===== config.mk =====
export PLATFORM = sky130hd
export DESIGN_NAME = fp32_to_int32
export DESIGN_NICKNAME = d
export VERILOG_FILES = /design/src/rtl/fp32_to_int32.sv
export SDC_FILE = /design/constraint.sdc
export NUM_CORES = 1
export LEC_CHECK = 0
export BUFFER_PORTS_ARGS = -buffer_cell sky130_fd_sc_hd__buf_2
export CORE_ASPECT_RATIO = 1.1
export CORE_MARGIN = 2
export CORE_UTILIZATION = 47
export DETAILED_ROUTE_END_ITERATION = 10
export PLACE_DENSITY = 0.68
export SYNTH_ARGS = -nofsm -noshare
export SYNTH_HDL_FRONTEND = slang
export SYNTH_SLANG_ARGS = --single-unit

===== constraint.sdc =====
create_clock -name CLK -period 3.6 [get_ports CLK]
set_input_delay 0.54 -clock CLK [delete_from_list [all_inputs] [get_ports CLK]]
set_output_delay 0.54 -clock CLK [all_outputs]
set_load 0.03 [all_outputs]

===== src/rtl/fp32_to_int32.sv =====
// Two-stage FP32 -> signed int32 converter with ACT/TAG/RDY issue handshake.
// Define FP2I_ROUND_EN to round to nearest-even instead of truncating toward zero.
module fp32_to_int32 (
  input  logic        CLK,
  input  logic        RESET,
  input  logic        ACT,
  input  logic        TAGi,
  input  logic [31:0] A,
  output logic        RDY,
  output logic        TAGo,
  output logic [31:0] R,
  output logic        OVF
);

  logic        w_s;
  logic [7:0]  w_e;
  logic [22:0] w_frac;
  logic        w_nan, w_inf, w_zero, w_big, w_min, w_left;
  logic [7:0]  w_rdiff;
  logic [4:0]  w_shamt;

  logic        r_v1, r_tag1, r_s1;
  logic [23:0] r_m1;
  logic        r_nan1, r_inf1, r_zero1, r_big1, r_min1, r_left1;
  logic [4:0]  r_shamt1;

  assign w_s    = A[31];
  assign w_e    = A[30:23];
  assign w_frac = A[22:0];
  assign w_nan  = (&w_e) & (|w_frac);
  assign w_inf  = (&w_e) & ~(|w_frac);
  assign w_zero = (w_e == 8'd0);
  assign w_big  = (w_e >= 8'd158);
  // -2^31 is the one e=158 value that is representable
  assign w_min  = (w_e == 8'd158) & w_s & ~(|w_frac);
  assign w_left = (w_e >= 8'd150);
  assign w_rdiff = 8'd150 - w_e;

  always_comb begin
    w_shamt = 5'd0;
    if (w_left)
      w_shamt = 5'(w_e - 8'd150);
    else if (w_rdiff > 8'd31)
      w_shamt = 5'd31;
    else
      w_shamt = w_rdiff[4:0];
  end

  always_ff @(posedge CLK or negedge RESET) begin
    if (!RESET) begin
      r_v1     <= 1'b0;
      r_tag1   <= 1'b0;
      r_s1     <= 1'b0;
      r_m1     <= 24'd0;
      r_nan1   <= 1'b0;
      r_inf1   <= 1'b0;
      r_zero1  <= 1'b0;
      r_big1   <= 1'b0;
      r_min1   <= 1'b0;
      r_left1  <= 1'b0;
      r_shamt1 <= 5'd0;
    end else begin
      r_v1 <= ACT;
      if (ACT) begin
        r_tag1   <= TAGi;
        r_s1     <= w_s;
        r_m1     <= {1'b1, w_frac};
        r_nan1   <= w_nan;
        r_inf1   <= w_inf;
        r_zero1  <= w_zero;
        r_big1   <= w_big;
        r_min1   <= w_min;
        r_left1  <= w_left;
        r_shamt1 <= w_shamt;
      end
    end
  end

  logic [31:0] w_lmag, w_rmag, w_mag, w_res;
  logic        w_ovf;

  assign w_lmag = {8'd0, r_m1} << r_shamt1;

`ifdef FP2I_ROUND_EN
  logic [47:0] w_rext;
  logic [31:0] w_rtrunc;
  logic        w_guard, w_sticky, w_inc;

  // significand extended by 24 fraction bits so guard/sticky survive the shift
  assign w_rext   = {r_m1, 24'd0} >> r_shamt1;
  assign w_rtrunc = {8'd0, w_rext[47:24]};
  assign w_guard  = w_rext[23];
  assign w_sticky = |w_rext[22:0];
  assign w_inc    = w_guard & (w_sticky | w_rtrunc[0]);
  assign w_rmag   = w_rtrunc + {31'd0, w_inc};
`else
  assign w_rmag = {8'd0, r_m1} >> r_shamt1;
`endif

  assign w_mag = r_left1 ? w_lmag : w_rmag;

  always_comb begin
    w_res = 32'd0;
    w_ovf = 1'b0;
    if (r_nan1) begin
      w_res = 32'h7FFF_FFFF;
      w_ovf = 1'b1;
    end else if (r_min1) begin
      w_res = 32'h8000_0000;
    end else if (r_inf1 || r_big1) begin
      w_res = r_s1 ? 32'h8000_0000 : 32'h7FFF_FFFF;
      w_ovf = 1'b1;
    end else if (r_zero1) begin
      w_res = 32'd0;
    end else begin
      w_res = r_s1 ? (~w_mag + 32'd1) : w_mag;
    end
  end

  always_ff @(posedge CLK or negedge RESET) begin
    if (!RESET) begin
      RDY  <= 1'b0;
      TAGo <= 1'b0;
      R    <= 32'd0;
      OVF  <= 1'b0;
    end else begin
      RDY <= r_v1;
      if (r_v1) begin
        TAGo <= r_tag1;
        R    <= w_res;
        OVF  <= w_ovf;
      end
    end
  end

endmodule


==> results of run 1 <==
-- worst max path at each step --
stage	slack (ns)	startpoint	to
floorplan	0.17	r_shamt1[1]$_DFFE_PN0P_	R[20]$_DFFE_PN0P_
global placement	-0.22	r_shamt1[0]$_DFFE_PN0P_	R[26]$_DFFE_PN0P_
detailed placement	-0.31	r_shamt1[0]$_DFFE_PN0P_	R[26]$_DFFE_PN0P_
CTS	-0.006	r_shamt1[1]$_DFFE_PN0P_	R[30]$_DFFE_PN0P_
global route	-0.18	r_shamt1[0]$_DFFE_PN0P_	R[22]$_DFFE_PN0P_
finish	-0.04	r_shamt1[1]$_DFFE_PN0P_	R[21]$_DFFE_PN0P_
-- registers in the layout (all words and copies together), names as in the netlist --
register	flops
OVF	1
R	32
RDY	1
TAGo	1
r_big1	1
r_inf1	1
r_left1	1
r_m1	24
r_min1	1
r_nan1	1
r_s1	1
r_shamt1	5
r_tag1	1
r_v1	1
r_zero1	1
-- power breakdown --
group / total (mW) / switching, mW / internal, mW
logic: 2.94 / 1.64 / 1.30
registers: 1.05 / 0.110 / 0.941
clock network: 0.900 / 0.420 / 0.480
total: 4.90 / 2.17 / 2.72
-- kinds of logic after synthesis --
kind of cell	synth area share
adder cells (fa/ha/maj)	0.0114
AND/OR/NAND/NOR	0.194
buffers and inverters	0.0636
XOR/XNOR	0.0238
multiplexers	0.237
AO/OA/AOI/OAI	0.234
flip-flops	0.237
-- synth_stat cells (9+ instances only) --
master / instances
nand2_1: 64
nand3_1: 30
o21ai_0: 55
nand4_1: 15
xor2_1: 11
nand2b_1: 12
clkbuf_1: 55
nor4_1: 13
mux2_2: 47
mux2i_1: 29
inv_1: 26
o22ai_1: 11
nor2_1: 83
a21oi_1: 43
dfrtp_1: 73
nor2b_1: 12
xnor2_1: 10
buf_2: 14
nor3_1: 18
mux4_2: 41
o221ai_1: 13
a31oi_1: 14
and3_1: 12
a211oi_1: 9
-- what timing repair did --
item,in CTS,in global routing
endpoints found under the setup margin,23,27
gates resized for setup,24,81
setup buffers,8,24
pin swaps,6,50
gates cloned,0,1
-- routing by layer --
metal	wire length, um	part of all wire
met3	2320	0.070
met2	15900	0.48
met5	0	0
met4	2340	0.071
met1	12500	0.38
-- cell type report --
type	count	area [um^2]
clock buffer	9	225
clock inverter	7	61.3
fill	1408	5850
inverter	27	105
multi-input combinational	704	5820
sequential	73	1830
tap	204	255
timing repair buffer	275	2040
==> impl_metrics.env, run 1 <==
export IMPL_post_route_util=0.639
export IMPL_fp_dieH_um=138
export IMPL_path_buf_inv=4
export IMPL_power_leakage_nw=4.35
export IMPL_finalHoldViolCount=0
export IMPL_ir_worst_vdd_mv=0.237
export IMPL_ant_nets=0
export IMPL_numCtsBuffers=9
export IMPL_cp_num_cells=14
export IMPL_grt_use_met1=0.454
export IMPL_r2r_end="R[21]$_DFFE_PN0P_"
export IMPL_r2r_start="r_shamt1[1]$_DFFE_PN0P_"
export IMPL_path_class="reg2reg"
export IMPL_r2r_slack_ns=-0.04
export IMPL_synthTopCellsByArea="dfrtp_1 24%, mux4_2 12%, mux2_2 6.9%"
export IMPL_rsz0062_at_grt="true"
export IMPL_timing_fmax_mhz=274
export IMPL_place_ws_ns=-0.314
export IMPL_wirelength_um=33100
export IMPL_outcome="finished with violations"
export IMPL_post_dp_cell_area_mm2=0.00929
export IMPL_start_util=0.477
export IMPL_core_area_mm2=0.0162
export IMPL_crit_family="compound AO/OA/AOI/OAI gates"
export IMPL_ys_seq_elements=73
export IMPL_end_kind="flip-flop"
export IMPL_post_route_period_util=1.01
export IMPL_skew_ns=0.00921
export IMPL_maxCapViolCount=0
export IMPL_drt_first_pass_iters=5
export IMPL_clk_pin_slew_ns=0.07
export IMPL_gr_max_usage_layer="met2"
export IMPL_drtIter0Drc=839
export IMPL_slew_violations=0
export IMPL_htreeDepth=3
export IMPL_rows=49
export IMPL_grt_ovfl_total=0
export IMPL_portBuffers=70
export IMPL_mostFrequentLayoutCells="184 x buf_4, 78 x nor2_1, 71 x dfrtp_1"
export IMPL_synth_edf_count=0
export IMPL_setup_viol=6
export IMPL_required_ns=3.85
export IMPL_crit_top_cell="buf_4"
export IMPL_yosysTopAreaCellShare=0.237
export IMPL_dp_cells=1251
export IMPL_setup_slack_ns=-0.0438
export IMPL_fin_nets=1133
export IMPL_crit_slowest_cell="dfrtp_4"
export IMPL_grt_util_met3=0.0662
export IMPL_wl_per_cell_um=25.4
export IMPL_worst_path_max_fanout=8
export IMPL_grt_pass1_vias=8370
export IMPL_cp_slowest_stage_delay_ns=0.56
export IMPL_dieArea_mm2=0.0175
export IMPL_netlist_area_mm2=0.00771
export IMPL_min_path_type="in2async"
export IMPL_yosysUniqueCellTypes=82
export IMPL_synth_largest_area_cell="dfrtp_1"
export IMPL_use_met2=0.619
export IMPL_syn_nets=933
export IMPL_synthArstFlopShare=1.00
export IMPL_hold_slack_ns=0.330
export IMPL_grt_start_max_net_pins=74
export IMPL_final_common_cell="buf_4"
export IMPL_syn_mean_instance_area_um2=8.67
export IMPL_cts_root_buf="clkbuf_16"
export IMPL_place_gp_congestion=1.07
export IMPL_grt_use_total=0.372
export IMPL_p_per_area_mw_per_mm2=473
export IMPL_fin_tns_setup_ns=-0.189
export IMPL_antenna_found_initial=0
export IMPL_dp_hpwl_um=25100
export IMPL_syn_inst=890
export IMPL_synth_main_ff_cell="dfrtp_1"
export IMPL_slew_headroom=0.366
export IMPL_vias=8559
export IMPL_cp_start_kind="flip-flop"
export IMPL_viasPerCell=6.59
export IMPL_cts_path_max_buffers=2
export IMPL_cts_tree="built"
export IMPL_layout_min_cycle_time_ns=3.64
export IMPL_boundaryPins=71
export IMPL_worst_pin_slew_ns=0.952
export IMPL_yosysSeqAreaShare=0.237
export IMPL_worstPathCellList="buf_8, mux2_4, mux4_2, a2111oi_4, buf_4, a211oi_4, nor3_4, buf_4, nand4_4, buf_12, nor2_2, a211oi_1, a41o_1, o221a_2"
export IMPL_power_total_mw=4.90
export IMPL_cts_hold_fix_buffers=0
export IMPL_insertedDiodeCount=0
export IMPL_die_w_um=126
export IMPL_grt_pass1_wl_um=50100
export IMPL_final_area_mm2=0.0103
export IMPL_fin_cells=1299
export IMPL_clock_sinks=73
export IMPL_reg2regPathDepth=14
export IMPL_worstPathArrival_ns=3.89
export IMPL_violations="negative setup slack"
export IMPL_ys_warn_count=0
export IMPL_clock_latency_ns=0.36
export IMPL_drc=0
export IMPL_drive_above_1_share=0.419
export IMPL_syn_to_final_growth_pct=34.0
Power figures use the tool's default switching activity.
==> inputs of run 2 (changes only) <==
--- a/config.mk
+++ b/config.mk
@@ -10,7 +10,7 @@
 export CORE_MARGIN = 2
 export CORE_UTILIZATION = 47
 export DETAILED_ROUTE_END_ITERATION = 10
-export PLACE_DENSITY = 0.68
+export PLACE_DENSITY = 0.65
 export SYNTH_ARGS = -nofsm -noshare
 export SYNTH_HDL_FRONTEND = slang
 export SYNTH_SLANG_ARGS = --single-unit
==> impl_metrics.env, run 2 (same netlist as run 1, synthesis figures left out) <==
export IMPL_rsz0062_at_grt="true"
export IMPL_portBuffers=70
export IMPL_ir_worst_vdd_mv=0.250
export IMPL_boundaryPins=71
export IMPL_wirelength_um=31200
export IMPL_cts_root_buf="clkbuf_16"
export IMPL_syn_to_final_growth_pct=27.1
export IMPL_worst_path_max_fanout=8
export IMPL_drive_above_1_share=0.376
export IMPL_clock_sinks=73
export IMPL_grt_ovfl_total=0
export IMPL_post_dp_cell_area_mm2=0.00928
export IMPL_final_common_cell="buf_4"
export IMPL_final_area_mm2=0.00980
export IMPL_rows=49
export IMPL_core_area_mm2=0.0162
export IMPL_die_w_um=126
export IMPL_largest_reg_flops=32
export IMPL_end_kind="flip-flop"
export IMPL_fp_dieH_um=138
export IMPL_required_ns=3.84
export IMPL_crit_path_end="R[29]$_DFFE_PN0P_"
export IMPL_fin_nets=1104
export IMPL_drt_first_pass_iters=7
export IMPL_crit_path_start="r_shamt1[1]$_DFFE_PN0P_"
export IMPL_clk_pin_slew_ns=0.06
export IMPL_fin_tns_setup_ns=0
export IMPL_power_leakage_nw=4.14
export IMPL_start_util=0.477
export IMPL_post_route_period_util=0.991
export IMPL_antenna_found_initial=0
export IMPL_vias=8394
export IMPL_place_gp_congestion=1.07
export IMPL_reg2regPathDepth=12
export IMPL_ant_nets=0
export IMPL_largestRegisters="R (32), r_m1 (24), r_shamt1 (5)"
export IMPL_slew_violations=0
export IMPL_r2r_slack_ns=0.03
export IMPL_cts_tree="built"
export IMPL_htreeDepth=3
export IMPL_grt_pass1_vias=8041
export IMPL_p_per_area_mw_per_mm2=463
export IMPL_dp_hpwl_um=24300
export IMPL_cp_start_kind="flip-flop"
export IMPL_finalHoldViolCount=0
export IMPL_setup_viol=0
export IMPL_switchingPower_mw=2.00
export IMPL_dieArea_mm2=0.0175
export IMPL_clock_latency_ns=0.36
export IMPL_skew_ns=0.00737
export IMPL_drc=0
export IMPL_mostFrequentLayoutCells="167 x buf_4, 82 x nor2_1, 71 x dfrtp_1"
export IMPL_p_int_mw=2.54
export IMPL_slew_headroom=0.204
export IMPL_timing_fmax_mhz=280
export IMPL_numCtsBuffers=9
export IMPL_layout_min_cycle_time_ns=3.57
export IMPL_outcome="finished, final reports clean"
export IMPL_maxCapViolCount=0
export IMPL_power_share_clock=0.197
export IMPL_pwr_share_comb=0.571
export IMPL_switching_share=0.440
export IMPL_grt_use_total=0.353
export IMPL_grt_pass1_wl_um=47600
export IMPL_hold_slack_ns=0.330
export IMPL_grt_start_max_net_pins=74
export IMPL_insertedDiodeCount=0
export IMPL_worst_pin_slew_ns=1.18
export IMPL_wl_per_cell_um=24.6
export IMPL_cts_path_max_buffers=2
export IMPL_viasPerCell=6.61
export IMPL_drtIter0Drc=848
export IMPL_r2r_end="R[29]$_DFFE_PN0P_"
export IMPL_power_total_mw=4.54
export IMPL_seq_power_share=0.231
export IMPL_worstPathArrival_ns=3.81
export IMPL_path_class="reg2reg"
export IMPL_top_register="R"
export IMPL_min_path_type="in2async"
export IMPL_r2r_start="r_shamt1[1]$_DFFE_PN0P_"
-- run 2: cell types whose count changed in the layout (fill, tap and decap cells not counted), moves of 4 or more --
cell / before / now
buf_4: 184 / 167
buf_6: 14 / 3
inv_1: 22 / 26
nand3_1: 25 / 30
nand3_2: 4 / 0
nor2_1: 78 / 82
nor4_2: 0 / 4
-- run 2: worst min-delay path by stage --
stage,from,to,cells after the start
6_report,RESET,R[17]$_DFFE_PN0P_,1
5_1_grt,RESET,R[10]$_DFFE_PN0P_,1
4_1_cts,RESET,R[17]$_DFFE_PN0P_,1
3_5_place_dp,R[6]$_DFFE_PN0P_,R[6]$_DFFE_PN0P_,1
3_3_place_gp,R[6]$_DFFE_PN0P_,R[6]$_DFFE_PN0P_,1
2_1_floorplan,RESET,OVF$_DFFE_PN0P_,0
-- run 2: metal layers --
layer  routed length [um]  GRT usage  vias up
li1                     -          -     3746
met5                    0          0        -
met3                 2420     0.0631      117
met1                12000      0.439     4039
met4                 2000      0.193        0
met2                14800      0.580      492
-- run 2: power groups by stage --
stage                     Sequential [mW]  Clock, mW  Combinational (mW)
after floorplan                      1.20          0                1.30
after global placement               1.07          0                2.43
after detailed placement             1.07          0                2.43
after CTS                            1.05      0.917                2.49
after global routing                 1.07      0.944                2.73
final                                1.05      0.896                2.59
-- run 2: critical path, cell delays in order, from the launching register on --
cell       delay, ns
dfrtp_4         0.49
buf_6           0.17
mux2_2          0.36
mux4_2          0.54
a2111oi_4       0.35
buf_4           0.18
a211oi_2        0.06
nor3_4          0.25
nand4_4         0.25
nor3_4          0.32
nand4_1         0.16
mux2i_1         0.15
o22a_1          0.16
-- run 2: what timing repair did --
item	in CTS	in global routing
gates resized for setup	8	26
pin swaps	4	10
hold buffers	0	0
endpoints found under the setup margin	22	28
setup buffers	5	1
-- run 2: cell type report --
type / count / area, um^2
Fill cell: 1489 / 6380
Inverter: 27 / 101
Tap cell: 204 / 255
Clock inverter: 7 / 61.3
Clock buffer: 9 / 225
Multi-Input combinational cell: 704 / 5550
Timing Repair Buffer: 246 / 1770
Sequential cell: 73 / 1830
-- run 2: through the flow --
stage                     setup WS [ns]   util  std cells
final                            0.0326  0.606       1270
after global routing             -0.102  0.606       1270
after CTS                       0.00424  0.598       1269
after detailed placement         -0.150  0.573       1248
after global placement           -0.112  0.573       1248
after floorplan                   0.171      -        890
